==> src/rtl/peridot_board_romreader.sv <==
// PERIDOT board serial-ROM reader: fetches the 26-byte image, validates the
// header, converts the ASCII-hex UID to binary and reports version/gencode/uid.
module peridot_board_romreader #(
  parameter int unsigned READ_LATENCY   = 1,
  parameter logic [7:0]  EXPECT_VERSION = 8'h02,
  parameter int unsigned TIMEOUT_CYCLES = 255
) (
  input  logic        clk,
  input  logic        reset_n,
  input  logic        start,
  input  logic        rom_ready,
  output logic [4:0]  byteaddr,
  input  logic [7:0]  bytedata,
  output logic        busy,
  output logic        done,
  output logic        valid,
  output logic        error,
  output logic [1:0]  err_code,
  output logic [4:0]  err_addr,
  output logic [7:0]  version,
  output logic [7:0]  gencode,
  output logic [63:0] uid
);

  typedef enum logic [2:0] {
    S_IDLE,
    S_WAITRDY,
    S_FETCH,
    S_CHECK,
    S_DONE
  } state_t;

  state_t      state, state_next;
  logic [2:0]  lat_cnt;
  logic [31:0] tmo_cnt;
  logic [63:0] shreg;

  logic        hex_ok;
  logic [3:0]  nib;
  logic [7:0]  exp_byte;
  logic        bad;
  logic        finish_ok;
  logic        finish_err;
  logic [1:0]  code_next;

  // Byte classification for the current address
  always_comb begin
    hex_ok = 1'b1;
    nib    = '0;
    if (bytedata >= 8'h30 && bytedata <= 8'h39)
      nib = bytedata[3:0];
    else if ((bytedata >= 8'h41 && bytedata <= 8'h46) ||
             (bytedata >= 8'h61 && bytedata <= 8'h66))
      nib = bytedata[3:0] + 4'd9;
    else
      hex_ok = 1'b0;

    case (byteaddr)
      5'd0:    exp_byte = 8'h4a;
      5'd1:    exp_byte = 8'h37;
      5'd2:    exp_byte = 8'h57;
      5'd3:    exp_byte = EXPECT_VERSION;
      5'd4:    exp_byte = 8'h4a;
      5'd5:    exp_byte = 8'h37;
      5'd6:    exp_byte = 8'h32;
      5'd8:    exp_byte = 8'h39;
      5'd9:    exp_byte = 8'h33;
      default: exp_byte = 8'h00;
    endcase

    if (byteaddr < 5'd10)
      bad = (byteaddr != 5'd7) && (bytedata != exp_byte);
    else
      bad = !hex_ok;
  end

  always_ff @(posedge clk) begin
    if (!reset_n) state <= S_IDLE;
    else          state <= state_next;
  end

  always_comb begin
    state_next = state;
    finish_ok  = 1'b0;
    finish_err = 1'b0;
    code_next  = '0;
    case (state)
      S_IDLE:
        if (start) state_next = S_WAITRDY;
      S_WAITRDY:
        if (rom_ready) begin
          state_next = S_FETCH;
        end else if (TIMEOUT_CYCLES != 0 && tmo_cnt == TIMEOUT_CYCLES - 1) begin
          state_next = S_DONE;
          finish_err = 1'b1;
          code_next  = 2'd3;
        end
      S_FETCH:
        if (lat_cnt == 3'(READ_LATENCY - 1)) state_next = S_CHECK;
      S_CHECK:
        if (bad) begin
          state_next = S_DONE;
          finish_err = 1'b1;
          code_next  = (byteaddr < 5'd10) ? 2'd1 : 2'd2;
        end else if (byteaddr == 5'd25) begin
          state_next = S_DONE;
          finish_ok  = 1'b1;
        end else begin
          state_next = S_FETCH;
        end
      S_DONE:
        state_next = S_IDLE;
      default:
        state_next = S_IDLE;
    endcase
  end

  assign busy = (state == S_WAITRDY) || (state == S_FETCH) || (state == S_CHECK);
  assign done = (state == S_DONE);

  always_ff @(posedge clk) begin
    if (!reset_n) begin
      byteaddr <= '0;
      valid    <= 1'b0;
      error    <= 1'b0;
      err_code <= '0;
      err_addr <= '0;
      version  <= '0;
      gencode  <= '0;
      uid      <= '0;
      shreg    <= '0;
      lat_cnt  <= '0;
      tmo_cnt  <= '0;
    end else begin
      lat_cnt <= (state == S_FETCH) ? lat_cnt + 3'd1 : '0;
      tmo_cnt <= (state == S_WAITRDY) ? tmo_cnt + 32'd1 : '0;

      if (state == S_IDLE && start) begin
        byteaddr <= '0;
        valid    <= 1'b0;
        error    <= 1'b0;
        err_code <= '0;
        err_addr <= '0;
        shreg    <= '0;
      end

      if (state == S_CHECK) begin
        if (byteaddr == 5'd3) version <= bytedata;
        if (byteaddr == 5'd7) gencode <= bytedata;
        if (byteaddr >= 5'd10 && hex_ok) shreg <= {shreg[59:0], nib};
        if (!bad && byteaddr != 5'd25) byteaddr <= byteaddr + 5'd1;
      end

      if (finish_ok) begin
        uid   <= {shreg[59:0], nib};
        valid <= 1'b1;
      end

      if (finish_err) begin
        error    <= 1'b1;
        err_code <= code_next;
        err_addr <= (code_next == 2'd3) ? 5'd0 : byteaddr;
      end
    end
  end

endmodule

==> config.mk <==
export PLATFORM = sky130hd
export DESIGN_NAME = peridot_board_romreader
export DESIGN_NICKNAME = d
export VERILOG_FILES = /design/src/rtl/peridot_board_romreader.sv
export SDC_FILE = /design/constraint.sdc
export NUM_CORES = 1
export LEC_CHECK = 0
export CORE_ASPECT_RATIO = 0.9
export CORE_MARGIN = 3
export CORE_UTILIZATION = 40
export DETAILED_ROUTE_END_ITERATION = 12
export MAX_ROUTING_LAYER = met4
export PLACE_DENSITY_LB_ADDON = 0.15
export SYNTH_ARGS = -nofsm -noshare
export SYNTH_HDL_FRONTEND = slang
export SYNTH_SLANG_ARGS = --single-unit
==> constraint.sdc <==
create_clock -name clk -period 7.7 [get_ports clk]
set_input_delay 2.31 -clock clk [delete_from_list [all_inputs] [get_ports clk]]
set_output_delay 2.31 -clock clk [all_outputs]
set_load 0.005 [all_outputs]
* Word level (Yosys, flattened, before mapping)
Memory sizes are Yosys's and may differ from the RTL's. A register that Yosys moved wholly into a read port is not among the register bits. Index checks and enable logic that the tools add are counted.
Cells by class: magnitude comparators 8, $add $sub $neg 4, reductions and logical operators 21, multiplexer cells 40, eq/ne operators 15
Operators by type and width (number):
- $mux 64 | 3
- $add 32x1->32 const B | 1
- $eq 32x8->1 const B | 1
- $mux 5 | 6
- $mux 3 | 6
- $ge 8x7->1 const B | 2
- $le 8x7->1 const B | 2
- $mux 1 | 12
- $mux 2 | 6
- $mux 4 | 3
- $pmux 3 s4 | 1
- $ge 8x6->1 const B | 1
- $le 8x6->1 const B | 1
- $mux 8 | 1
- $ne 8x8->1 | 1
- $reduce_and 2->1 | 4
- $logic_and 1x1->1 | 7
- $eq 3x2->1 const B | 2
- $logic_not 3->1 | 2
- $add 5x1->5 const B | 1
- $eq 5x2->1 const B | 1
- $eq 5x3->1 const B | 1
- $eq 5x5->1 const B | 1
- $ge 5x4->1 const B | 1
- other kinds (16) | 21
Word-level totals: memory bits (read-only) 112, register bits 196, memories kept 1
Memory list:
- (no name shown) | words 16, bits a word 7, read ports 1, clocked after memory_dff 1, write ports 0, RTL line 58 | case (byteaddr)

* Logic depth before layout (Yosys ltp)
depth after elaboration 12, depth in mapped cells 13, gate-level depth less buffers 12

* Worst setup path after synthesis
No wires, ideal clock.
kind input to register, from input port bytedata[0], to register (tool-made name), arrival 4746 ps, slack 2858 ps, path buffers 1, required time 7604 ps, stages on the path 13, cells stage by stage inv_1 -> ha_1 -> o21bai_4 -> a2111oi_4 -> nor3_2 -> a211oi_2 -> buf_4 -> mux2i_1 -> nand2_2 -> ha_1 -> o21ai_0 -> or3_1 -> o311ai_1
RTL lines:
- start, declared | RTL line 13 | input logic [7:0] bytedata,

==> impl_results.md <==
* Post-route DRC at 0
* Area of the die at 21800 um2
* Pre-CTS setup slack at 1.66 ns
* Compound-Gate Fraction of Synth Area at 0.0857
* Synthesized net count at 929
* Adder-cell area share of the yosys netlist at 0.0203
* WS Path Type: in2reg
* GRT Resource Usage Total at 0.173
* Filler instances at 1822
* Avg WL per Cell at 14.6 um
* Max clock buf depth at 2
* Cell variety after synth at 54
* Core area at 19400 um2
* Num ports at 108
* Mapped Avg Cell Area at 8.87 um2
* R2R Setup Slk at 4.59 ns
* Peak supply drop at 0.138 mV
* Global placer's final weighted congestion at 0.819
* Register area share after synthesis at 0.497
* Clock transition at path regs at 0.07 ns
* CTS buffer count at 17
* Post-synthesis simple-gate area fraction at 0.216
* Setup Viol. Count Final at 0
* Area contributors post-synth: dfxtp_1 (50%), mux2i_1 (10%), nor2_1 (7.6%)
* Setup tns final at 0 ns
* CP Capture Type: flip-flop
* Worst Max-Slew Pin Slew at 1.10 ns
* Initial antenna violation count at 0
* Setup Skew at 0.0100 ns
* Crit. Startpoint: bytedata[0]
* PostCTS Resize Cnt at 0
* Nets at 1007
* Number of flops mapped to enable cells by yosys at 0
* Final Critical Period at 5.64 ns
* CP required at 8.04 ns
* Final ANT Viol Nets at 0
* RSZ-0062 raised after global routing: no
* Remaining Overflow, GRT at 0
* CTS tree: built
* Starting Density at 0.413
* CTS Hold Bufs at 0
* Clock sink count at 199
* Area Overhead vs Synth at 22.5%
* Share of layout cells above drive strength 1 at 0.0543
* Post-CTS Setup Repair Bufs at 0
* Outcome: finished clean
* H-tree Lvls at 4
* Vias per inst at 5.02
* Vias in the first global route at 5802
* Peak Freq at 177 MHz
* Design area at 9820 um2
* Dpl hpwl at 11.6 mm
* P per Cell Area at 201 nW/um2
* Clock latency on the worst-skew pair at 0.42 ns
* Post-synth ARST share at 0
* Root Buffer: clkbuf_16
* Worst setup margin at 2.06 ns
* Fin crit share at 0.733
* Die height at 140 um
* Main combinational cell family by area after synthesis: simple AND/OR/NAND/NOR gates
* First-pass GRT wire length at 30.5 mm
* Die width at 155 um
* Critical path fanouts, max at 11
* CP startpoint kind: input port
* Register bit total from synthesis at 199
* R2R depth at 11
* XOR/XNOR Fraction of Synth Area at 0.0382
* Post-synthesis mux area share at 0.101
* Antenna Cells at 0
* Largest net degree at the start of global routing at 84
* Post-synth top flop: dfxtp_1
* WL final at 18.2 mm
* Cells after synthesis at 904
* Leakage at 3.33 nW
* Tot Pwr at 1.98 mW
* Final Max Tran Viols at 0
* Max-cap viol count at 0
* Via count at 6256
* Synth warn at 0
* Initial DRC count at 432
* Final Hold Fails at 0
* Placed Area at 9250 um2
* PortBufs at 107
* Slew headroom at 0.267
* Dominant cell type by area after synthesis: dfxtp_1
* TritonRoute pass-1 iters at 5
* FP Rows at 48
* FF-to-FF Start: byteaddr[1]
* Netlist Area Pre-Place at 8020 um2
* Synth top area share at 0.497
* CP Data Arrival Time at 5.98 ns
* Tightest Hold Check Type: reg2reg
registers in the layout (all words and copies together) (netlist names), named ones only:
signal / cells
err_addr: 5
byteaddr: 5
error: 1
valid: 1
err_code: 2
lat_cnt: 3
tmo_cnt: 32
gencode: 8
shreg: 60
version: 8
uid: 64
state: 3
placed cells by master, fill, tap and decap left out, types with 5 or more instances in the layout:
| master | instances |
|---|---|
| a211oi_1 | 5 |
| a21oi_1 | 68 |
| a22oi_1 | 6 |
| and3_1 | 9 |
| buf_4 | 9 |
| clkbuf_16 | 17 |
| clkdlybuf4s50_1 | 107 |
| dfxtp_1 | 199 |
| ha_1 | 13 |
| inv_1 | 22 |
| inv_6 | 5 |
| mux2i_1 | 81 |
| nand2_1 | 81 |
| nand3_1 | 74 |
| nand4_1 | 6 |
| nor2_1 | 161 |
| nor3_1 | 8 |
| nor4_1 | 9 |
| o21ai_0 | 8 |
| or3_1 | 7 |
| xnor2_1 | 10 |
| xor2_1 | 25 |
final cells by class:
| class | count | area, um2 | share of cell area |
|---|---|---|---|
| multi-input combinational | 624 | 3720 | 0.379 |
| sequential | 199 | 3980 | 0.406 |
| inverter | 24 | 92.6 | 0.00943 |
| tap | 250 | 313 | 0.0318 |
| clock inverter | 13 | 131 | 0.0134 |
| clock buffer | 19 | 443 | 0.0451 |
| timing repair buffer | 116 | 1140 | 0.116 |
worst max-delay path, stage by stage:
cell             delay (ns)
clkdlybuf4s50_1        0.56
inv_1                  0.20
ha_1                   0.24
o21bai_4               0.09
a2111oi_4              0.60
nor3_2                 0.14
a211oi_2               0.63
mux2i_1                0.29
nand2_2                0.12
ha_1                   0.34
o21ai_0                0.07
or3_1                  0.32
o311ai_1               0.07
synth_stat cells (all sizes together) (6+ instances only):
cell type  number
buf            18
dfxtp         199
nor2          162
a211oi          6
a22oi           6
a21oi          68
nor3           11
nor4           10
nand4           6
and3            9
o21ai           9
nand3          74
xnor2          10
inv            24
mux2i          81
or3             7
ha             13
clkbuf         39
nand2          82
xor2           25
how the worst min path moves through the flow:
stage                           from          to  cells after the start
after floorplan           lat_cnt[0]  lat_cnt[0]                      1
after global placement    lat_cnt[0]  lat_cnt[0]                      1
after detailed placement  lat_cnt[0]  lat_cnt[0]                      1
after CTS                 lat_cnt[0]  lat_cnt[0]                      1
after global routing      lat_cnt[0]  lat_cnt[0]                      1
final                     lat_cnt[0]  lat_cnt[0]                      1
metal layers:
metal / wire length [um] / vias to the layer above / global-route usage / share of wire
met5: 0 / - / - / 0
met4: 161 / 0 / 0.0387 / 0.0089
met3: 639 / 17 / 0.0312 / 0.035
met2: 7930 / 117 / 0.255 / 0.44
met1: 9440 / 2906 / 0.250 / 0.52
li1: - / 3216 / - / -
power by group:
group          switching, mW  leakage, nW  internal (mW)
combinational         0.0512         1.45         0.0199
clock                  0.406        0.271          0.464
sequential           0.00401         1.60           1.03
total                  0.461         3.33           1.51
logic make-up after synthesis:
group	after synthesis
simple gates	384
xor+xnor	35
buf+inv	81
compound gates	111
fa+ha+maj	13
flops	199
mux	81
through the flow:
step                hold WS [ns]  std cells   util
floorplan                  0.417        904      -
global placement           0.433       1213  0.477
detailed placement         0.440       1213  0.477
CTS                        0.458       1245  0.506
global route               0.485       1245  0.506
finish                     0.448       1245  0.506
(Power assumes the default switching activity.)
